===== config.mk =====
export PLATFORM = sky130hd
export DESIGN_NAME = imem_port_arb
export DESIGN_NICKNAME = d
export VERILOG_FILES = /design/src/rtl/imem_port_arb.sv
export SDC_FILE = /design/constraint.sdc
export NUM_CORES = 1
export LEC_CHECK = 0
export CORE_MARGIN = 8
export CORE_UTILIZATION = 38
export DETAILED_ROUTE_END_ITERATION = 8
export PLACE_DENSITY = 0.94
export SLEW_MARGIN = 15
export SYNTH_ARGS = -nofsm -noshare
export SYNTH_HDL_FRONTEND = slang
export SYNTH_SLANG_ARGS = --single-unit
export TNS_END_PERCENT = 30

===== constraint.sdc =====
create_clock -name clk -period 2.2 [get_ports clk]
set_input_delay 0.22 -clock clk [delete_from_list [all_inputs] [get_ports clk]]
set_output_delay 0.22 -clock clk [all_outputs]
set_load 0.01 [all_outputs]

===== src/rtl/imem_port_arb.sv =====
// Instruction-memory port arbiter: fetch (read-only) vs loader/debug (read/write), with
// anti-starvation, lock bursts and owner-tagged read return. Optional IMEM_ARB_ALIGN_CHK_EN adds misalign_err.
module imem_port_arb #(
  parameter int ADDR_W   = 10,
  parameter int MAX_WAIT = 4
) (
  input  logic              clk,
  input  logic              rst,
  input  logic              f_req,
  input  logic [31:0]       f_addr,
  output logic              f_gnt,
  output logic              f_rvalid,
  output logic [31:0]       f_rdata,
  input  logic              l_req,
  input  logic              l_we,
  input  logic              l_lock,
  input  logic [31:0]       l_addr,
  input  logic [31:0]       l_wdata,
  output logic              l_gnt,
  output logic              l_rvalid,
  output logic [31:0]       l_rdata,
  output logic              locked,
  output logic              mem_en,
  output logic              mem_we,
  output logic [ADDR_W-1:0] mem_addr,
  output logic [31:0]       mem_wdata,
`ifdef IMEM_ARB_ALIGN_CHK_EN
  output logic              misalign_err,
`endif
  input  logic [31:0]       mem_rdata
);

  typedef enum logic {ARB = 1'b0, LOCKED = 1'b1} state_t;
  typedef enum logic [1:0] {OWN_NONE = 2'd0, OWN_FETCH = 2'd1, OWN_LOAD = 2'd2} owner_t;

  localparam logic [3:0] MAX_WAIT_C = 4'(MAX_WAIT);

  state_t      state_r, state_s;
  owner_t      owner_r, owner_s;
  logic [3:0]  starve_r, starve_s;
  logic [31:0] f_hold_r, l_hold_r;
  logic [31:0] sel_addr_s;

  // Grant selection and lock state transitions; nothing is granted while in reset
  always_comb begin
    f_gnt   = 1'b0;
    l_gnt   = 1'b0;
    state_s = state_r;
    if (rst) begin
      state_s = ARB;
    end else begin
      case (state_r)
        ARB: begin
          if (l_req && (!f_req || (starve_r == MAX_WAIT_C))) begin
            l_gnt = 1'b1;
          end else begin
            l_gnt = 1'b0;
          end
          f_gnt = f_req & ~l_gnt;
          if (l_req && l_lock && l_gnt) begin
            state_s = LOCKED;
          end else begin
            state_s = ARB;
          end
        end
        LOCKED: begin
          l_gnt = l_req;
          f_gnt = 1'b0;
          if (!l_lock) begin
            state_s = ARB;
          end else begin
            state_s = LOCKED;
          end
        end
        default: begin
          state_s = ARB;
        end
      endcase
    end
  end

  // Starve counter and read-owner tag for the next cycle
  always_comb begin
    starve_s = 4'd0;
    owner_s  = OWN_NONE;
    if (l_req && !l_gnt) begin
      if (starve_r == MAX_WAIT_C) begin
        starve_s = starve_r;
      end else begin
        starve_s = starve_r + 4'd1;
      end
    end else begin
      starve_s = 4'd0;
    end
    if (f_gnt) begin
      owner_s = OWN_FETCH;
    end else if (l_gnt && !l_we) begin
      owner_s = OWN_LOAD;
    end else begin
      owner_s = OWN_NONE;
    end
  end

  // Memory-side strobes; byte address becomes word address, extra bits wrap away
  always_comb begin
    sel_addr_s = l_gnt ? l_addr : f_addr;
    mem_en     = f_gnt | l_gnt;
    mem_we     = l_gnt & l_we;
    mem_addr   = sel_addr_s[ADDR_W+1:2];
    mem_wdata  = l_wdata;
  end

  // Read return: memory data passes through to the owner, others hold their last value
  always_comb begin
    f_rvalid = (owner_r == OWN_FETCH);
    l_rvalid = (owner_r == OWN_LOAD);
    f_rdata  = f_rvalid ? mem_rdata : f_hold_r;
    l_rdata  = l_rvalid ? mem_rdata : l_hold_r;
    locked   = (state_r == LOCKED);
  end

  // State, starve counter, owner tag and rdata hold registers
  always_ff @(posedge clk) begin
    if (rst) begin
      state_r  <= ARB;
      owner_r  <= OWN_NONE;
      starve_r <= 4'd0;
      f_hold_r <= 32'd0;
      l_hold_r <= 32'd0;
    end else begin
      state_r  <= state_s;
      owner_r  <= owner_s;
      starve_r <= starve_s;
      f_hold_r <= f_rdata;
      l_hold_r <= l_rdata;
    end
  end

`ifdef IMEM_ARB_ALIGN_CHK_EN
  logic misalign_r;

  // One-cycle pulse after any grant whose byte offset is non-zero
  always_ff @(posedge clk) begin
    if (rst) begin
      misalign_r <= 1'b0;
    end else begin
      misalign_r <= mem_en & (sel_addr_s[1:0] != 2'b00);
    end
  end

  assign misalign_err = misalign_r;
`endif

  logic unused_addr_bits;
  assign unused_addr_bits = &{1'b0, f_addr[31:ADDR_W+2], l_addr[31:ADDR_W+2], sel_addr_s[1:0],
                              sel_addr_s[31:ADDR_W+2]};

endmodule


After elaboration in Yosys (flattened, before gate mapping)
Index checks and enable logic that the tools add are counted.

Flip-flop bits (word level): 71. Memory bits (read-only): 0. Bits in writable memories: 0. Output and inout bits: 113. Memories kept: 0. Bits in latches: 0.

Muxes and demuxes: 15. Reduce and logical (&&, ||, !) cells: 11. Shift operators: 0. Div/mod/pow operators: 0. Equal/unequal tests: 3. Order comparisons: 0. Multipliers: 0. Bitwise logic cells: 6. Add/subtract/negate cells: 1.

Operators by type and width (count): $mux 32 (2); $mux 12 (1); $mux 1 (8); $pmux 1 s2 (3); $logic_and 1x1->1 (5); $add 4x1->4 const B (1); $eq 4x3->1 const B (1); $reduce_or 2->1 (2); $logic_not 1->1 (3); $not 1->1 (3); $and 1x1->1 (2); $eq 2x1->1 const B (1); $eq 2x2->1 const B (1); $mux 2 (1); $logic_or 1x1->1 (1); $or 1x1->1 (1).

Depth between registers and ports, before layout
Gate-level depths: netlist of the first run.

Depth after elaboration: 12. Gate-level depth with buffers: 6. Mapped depth without buffers: 5.

Worst setup path before layout of the first run
Ideal clock, no wire load.

Path kind: register -> output. From: reg starve_r[0]. To: out mem_addr[1]. Buffers on the path: 1. Arrival: 1.399 ns. Setup slack: 0.581 ns. Stages on the path, launching flop included: 7. Data required time: 1.980 ns. Cell sequence: dfxtp_1 inv_1 ha_1 nand3b_1 a21oi_2 buf_4 mux2_2.

Word-level cells in the longest chain between the ends: 9.

Ends and longest elaborated chain: start, declared (RTL line 40) `logic [3:0] starve_r, starve_s;`; start signal, assigned (RTL line 133) `starve_r <= starve_s;`; $eq 4x3->1 (RTL line 54) `if (l_req && (!f_req || (starve_r == MAX_WAIT_C))) begin`; $logic_or 1x1->1 (RTL line 54); $logic_and 1x1->1 (RTL line 54); $mux 1 (RTL line 54); $mux 1 (RTL line 52) `case (state_r)`; $mux 1 (RTL line 49) `if (rst) begin`; $pmux 1 s2 (RTL line 52); $mux 1 (RTL line 49); net l_gnt (RTL line 19) `output logic l_gnt,`; $mux 12 (RTL line 106) `sel_addr_s = l_gnt ? l_addr : f_addr;`; end, declared (RTL line 25) `output logic [ADDR_W-1:0] mem_addr,`.

The timed path passes the listed nets, and every way through them passes these cells. The select of a mux whose other input is x is not followed.

Final worst setup path of the first run
From: reg starve_r[1]. To: out mem_addr[7].

Word-level cells in the longest chain between the ends: 9.

Ends and longest elaborated chain (RTL line): $eq 4x3->1 (54); $logic_or 1x1->1 (54); $logic_and 1x1->1 (54); $mux 1 (54); $mux 1 (52); $mux 1 (49); $pmux 1 s2 (52); $mux 1 (49); $mux 12 (106).

Every way passes these cells. The select of a mux whose other input is x is not followed.

==> impl_metrics.toml, run 1 <==
[clock_tree]
cts_root_buf = "clkbuf_8"
cts-hold-fix-buffers = 0
clk_latency_ns = 0.32
cts_buffer_depth = 2
htree_levels = 3
cts_buffers = 9
cts.sinks = 71
path_clk_slew_ns = 0.07
cts_tree = "yes"

[placed_design]
io_buffers = 138
gp_congestion = 0.7247
dpl.hpwl_mm = 6.547
post-place-ws_ns = 0.009972

[setup_path]
path_max_fanout = 6
worstSetupPathType = "flop to output port"
r2r_cells = 4
crit_chain = "inv_1 > ha_4 > nand3b_1 > a21oi_4 > clkbuf_16 > mux2_2 > buf_2"
crit_path_top_delay_cell = "dfxtp_2"
cpPeakStageDelay_ns = 0.34
cp-end-kind = "output port"
rr_endpoint = "l_hold_r[27]"
cp_data_required_time_ns = 1.98
cp.arrival_ns = 1.90
critPathLaunchType = "flop"
r2r_setup_slack_ns = 0.86
regToRegStartpoint = "owner_r[1]"

[final_layout]
area_growth_pct = 43.19
drive_above_1_share_pct = 28.47
fin_nets = 537
antenna_cells = 0

[synth]
synth.most_common_cell = "dfxtp_1"
synth.distinct_cells = 24
synth_area_sq_mm = 0.003427
synth-edff-count = 0
synth_xor_area_share_pct = 0.2556
synthTopCellsByArea = "dfxtp_1, mux2_4, nor2b_1"
synthTopCellsByCount = "dfxtp_1, nor2b_1, mux2_4, buf_4, mux2_2"
syn-num-nets = 425
synthSimpleGateAreaFrac_pct = 15.08
yosysSeqAreaShare_pct = 41.47
synth_flop_cell = "dfxtp_1"
synthArstFlopShare_pct = 0
synthAdderAreaFrac_pct = 0.7302
yosysWarnings = 0
synth_cells = 289
synth_top_family_by_area = "multiplexers"
synth.top_cell.area_share_pct = 41.47
synth-compound-area-share_pct = 0.8397
syn_area_per_cell_sq_um = 11.86
synth_top_area_cell = "dfxtp_1"
synth-seq-cells = 71
synthMuxAreaShare_pct = 30.85

[routing]
dr.pass1.iters = 4
wire_per_inst_microns = 16.95
vias = 2395
viasPerCell = 4.678
drt-initial-drc-count = 93
drc_errors = 0
antenna_left = 0
drt-total-wl_mm = 8.677

[flow_run]
maxCapViolCount = 0

[die]
dieArea_sq_mm = 0.01231
die_w_microns = 111.0
floorplan.initialDensity_pct = 39.30
io_pins = 247
core_sq_mm = 0.008721
rows = 34
die_h_microns = 111.0

[hold_path]
holdPathEnd = "owner_r[1]"
min_from = "rst"
hold_depth = 3
hold_path_class = "input port to flop"

[timing]
worstMarginPinSlew_ns = 0.3886
finalWorstSetupSlack_ns = 0.07540
min_period_ns = 2.125
fin_tns_setup_ns = 0
hold_viol = 0
finalCritPeriodShare_pct = 96.57
finalSetupViolCount = 0
slew_violations = 0
max_slew_margin_pct = 74.09
fin_worst_skew_ns = 0.006165
fmax_mhz = 470.7

[status]
status = "finished clean"

[power_and_ir_drop]
ir_drop_v = 0.0002576
p_per_area_mw_per_mm2 = 577.7
power_uw = 2835
p_leak_uw = 0.002157

[global_routing]
antenna_found_initial = 0
gr-total-overflow = 0
grt_max_degree = 40
grt_pass1_wl_mm = 13.78
grt_use_total_pct = 13.49
grt_pass1_vias = 2717
cell families after synthesis:
kind of cell | count (synthesis)
AND/OR/NAND/NOR | 85
multiplexers | 75
AO/OA/AOI/OAI | 4
buffers and inverters | 51
XOR/XNOR | 1
flip-flops | 71
adder cells (fa/ha/maj) | 2
cell type report:
| type | count | area, sq um |
|---|---|---|
| inverter | 3 | 11.26 |
| timing repair buffer | 149 | 1506 |
| fill | 722 | 3814 |
| clock inverter | 1 | 5.005 |
| clock buffer | 13 | 158.9 |
| sequential | 71 | 1424 |
| multi-input combinational | 167 | 1667 |
| tap | 108 | 135.1 |
sequential cells by signal, summed over array words and instances, names as in the netlist:
name	count
f_hold_r	32
owner_r	2
locked	1
l_hold_r	32
starve_r	4
routing by layer:
| layer | share of wire [%] | global-route usage, % | up-vias |
|---|---|---|---|
| met3 | 8.4 | 6.115 | 29 |
| met5 | 0 | 0 | - |
| met4 | 2.1 | 5.405 | 0 |
| li1 | - | - | 1139 |
| met2 | 49 | 23.37 | 95 |
| met1 | 40 | 13.80 | 1132 |
where the power goes:
group          switching (uW)  total (uW)  internal, uW
Clock                     436         895           458
Combinational             217         596           379
Sequential               14.6        1340          1330
Total                     668        2830          2170
critical path, delay by kind of cell, from the launching register on:
family	cells	cell delay, ns
AO/OA/AOI/OAI	1	0.22
adder cells (fa/ha/maj)	1	0.15
buffers and inverters	3	0.41
flip-flops	1	0.34
multiplexers	1	0.33
AND/OR/NAND/NOR	1	0.14
through the flow:
step                std cells  hold slack [ns]  utilization [%]  area, sq um
finish                    512           0.2947            56.27         4907
global route              512           0.2907            56.27         4907
CTS                       511           0.2394            55.55         4845
detailed placement        496           0.4401            53.99         4708
global placement          496           0.4401            53.99         4708
floorplan                 289           0.2993                -         3427
what timing repair did:
action	in CTS	in global routing
hold endpoints to repair	0	0
pin swaps	1	1
setup endpoints to repair	28	16
buffers inserted	1	0
gates resized for setup	45	14
cloned	0	1
layout by cell type, fill, tap and decap left out, types with 2 or more instances in the layout:
cell,synthesis,final
dfxtp_1,71,69
nand2b_1,3,2
mux2_2,17,17
nor2_1,7,7
dlymetal6s2s_1,0,8
buf_4,33,5
inv_1,3,2
clkbuf_8,0,11
dfxtp_2,0,2
nand3_1,2,2
nor2b_1,67,66
mux2_4,57,57
clkdlybuf4s50_1,0,117
dlygate4sd2_1,0,2
clkbuf_1,7,2
buf_12,0,5
buf_2,1,11
a211oi_1,2,2
how the worst max path moves through the flow:
stage / start / endpoint / slack (ns) / cells after the start
3_5_place_dp: f_req / mem_addr[4] / 0.01 / 6
6_report: starve_r[1] / mem_addr[7] / 0.08 / 7
5_1_grt: starve_r[1] / mem_addr[8] / -0.01 / 7
3_3_place_gp: f_req / mem_addr[6] / 0.03 / 6
4_1_cts: owner_r[1] / l_rdata[31] / 0.0002 / 4
2_1_floorplan: starve_r[0] / mem_addr[1] / 0.58 / 6
No activity file was read; power rests on OpenSTA's default activity.
==> run 2: changes to the inputs <==
--- a/config.mk
+++ b/config.mk
@@ -8,6 +8,7 @@
 export CORE_MARGIN = 8
 export CORE_UTILIZATION = 38
 export DETAILED_ROUTE_END_ITERATION = 8
+export MAX_ROUTING_LAYER = met4
 export PLACE_DENSITY = 0.94
 export SLEW_MARGIN = 15
 export SYNTH_ARGS = -nofsm -noshare
==> constraint.sdc (replaced) <==
create_clock -name clk -period 2.2 [get_ports clk]
set_input_delay 0.33 -clock clk [delete_from_list [all_inputs] [get_ports clk]]
set_output_delay 0.33 -clock clk [all_outputs]
set_load 0.01 [all_outputs]
==> impl_metrics.toml, run 2 (synthesis results as in run 1) <==
[status]
status = "complete, but fails checks"
violations = "setup timing"

[setup_path]
cpPeakStageDelay_ns = 0.33
crit_top_cell = "buf_6"
r2r_cells = 14
critPathLaunch = "starve_r[1]"
cp-end-kind = "output port"
worst_path_dominant_cell_family = "buffers and inverters"
crit_path_top_delay_cell = "dfxtp_2"
path_max_fanout = 5
rr_endpoint = "starve_r[0]"
regToRegStartpoint = "starve_r[1]"
critPathLaunchType = "flop"
r2r_setup_slack_ns = 0.12
cp.arrival_ns = 1.94
crit_chain = "inv_2 > ha_4 > nand3b_1 > a21oi_2 > clkbuf_16 > buf_6 > mux2_4 > buf_6"
cp_data_required_time_ns = 1.87
worstSetupPathType = "flop to output port"
worstSetupEndpoint = "mem_addr[0]"
cp.depth = 8
path_buf_inv = 4

[final_layout]
fin_util_pct = 59.07
largest_registers = "f_hold_r x32, l_hold_r x32, starve_r x4"
final_common_cell = "dfxtp_1"
final_cells = 527
final_cell_mix = "dfxtp_1, mux2_4, nor2b_1"
regArea_sq_mm = 0.001425
antenna_cells = 0
postLayoutCellArea_sq_mm = 0.005151
drive_above_1_share_pct = 33.41
fin_nets = 552
multi_input_area_sq_mm = 0.001718
nFillCells = 712
area_growth_pct = 50.31

[clock_tree]
cts_tree = "yes"
path_clk_slew_ns = 0.07
htree_levels = 3
cts.sinks = 71
cts_root_buf = "clkbuf_8"
cts_buffers = 9
cts_buffer_depth = 2
clk_latency_ns = 0.33

[timing]
slew_violations = 0
rsz0062_at_grt = "true"
finalWorstSetupSlack_ns = -0.07249
fin_worst_skew_ns = 0.01350
fmax_mhz = 440.0
hold_viol = 0
worstMarginPinSlew_ns = 0.4103
min_period_ns = 2.272
hold_slack_ns = 0.3629
max_slew_margin_pct = 72.65
finalCritPeriodShare_pct = 103.3
finalSetupViolCount = 10

[routing]
dr.pass1.iters = 4
drt-total-wl_mm = 9.423
drt-initial-drc-count = 92
antenna_left = 0
viasPerCell = 4.751
wire_per_inst_microns = 17.88
drc_errors = 0
vias = 2504

[placed_design]
post-place-ws_ns = -0.2110
io_buffers = 138
dpl.hpwl_mm = 6.572
placed_cell_area_sq_mm = 0.004731
dp.cells = 499
gp_congestion = 0.7502

[global_routing]
grt_max_degree = 40
antenna_found_initial = 0
gr-total-overflow = 0
grt_pass1_wl_mm = 14.85
grt_use_total_pct = 15.00
grt_pass1_vias = 2813

[flow_run]
maxCapViolCount = 0

[power_and_ir_drop]
ir_drop_v = 0.0004089
p_leak_uw = 0.002756
p_per_area_mw_per_mm2 = 565.2

[die]
die_w_microns = 111.0
die_h_microns = 111.0
floorplan.initialDensity_pct = 39.30
dieArea_sq_mm = 0.01231
core_sq_mm = 0.008721
rows = 34
io_pins = 247

[hold_path]
min_from = "rst"
hold_path_class = "input port to flop"
[run 2: area by class of cell]
cell class / count / area share (%)
inverter: 3 / 0.2186
timing repair buffer: 164 / 32.60
multi-input combinational: 167 / 33.35
clock buffer: 14 / 3.546
sequential: 71 / 27.67
tap: 108 / 2.623
[run 2: where the power goes]
part           leakage, uW  internal (uW)  switching [uW]
sequential        0.000578           1330            14.2
clock            0.0000946            522             439
combinational      0.00208            376             230
[run 2: per-stage QoR]
stage | total power [uW] | TNS (ns)
after floorplan | 1708 | 0
after global placement | 1967 | -1.897
after detailed placement | 1984 | -2.015
after CTS | 2943 | -0.4682
after global routing | 3048 | -1.009
final | 2912 | -0.4361
[run 2: worst min-delay path by stage]
stage | slack (ns) | end | depth (start not counted)
after global placement | 0.50 | locked | 2
final | 0.36 | owner_r[1] | 3
after CTS | 0.34 | owner_r[1] | 3
after global routing | 0.35 | owner_r[1] | 3
after floorplan | 0.41 | owner_r[1] | 1
after detailed placement | 0.52 | starve_r[0] | 2
[run 2: repair_timing]
action	CTS	global route
pin swaps	2	3
buffers inserted	15	2
endpoints found under the setup margin	48	43
gates cloned	1	0
hold buffers	0	0
gates resized for setup	101	55
[run 2: metal layers]
layer / vias up / part of all wire [%] / global-route usage (%)
li1: 1169 / - / -
met1: 1205 / 39 / 15.76
met2: 102 / 51 / 25.44
met3: 28 / 7.5 / 5.574
met4: 0 / 1.8 / 4.955
met5: - / 0 / -
[run 2: tightest hold or removal path, stage by stage]
cell      delay (ns)
buf_2           0.10
nand2b_1        0.14
nor3_1          0.06
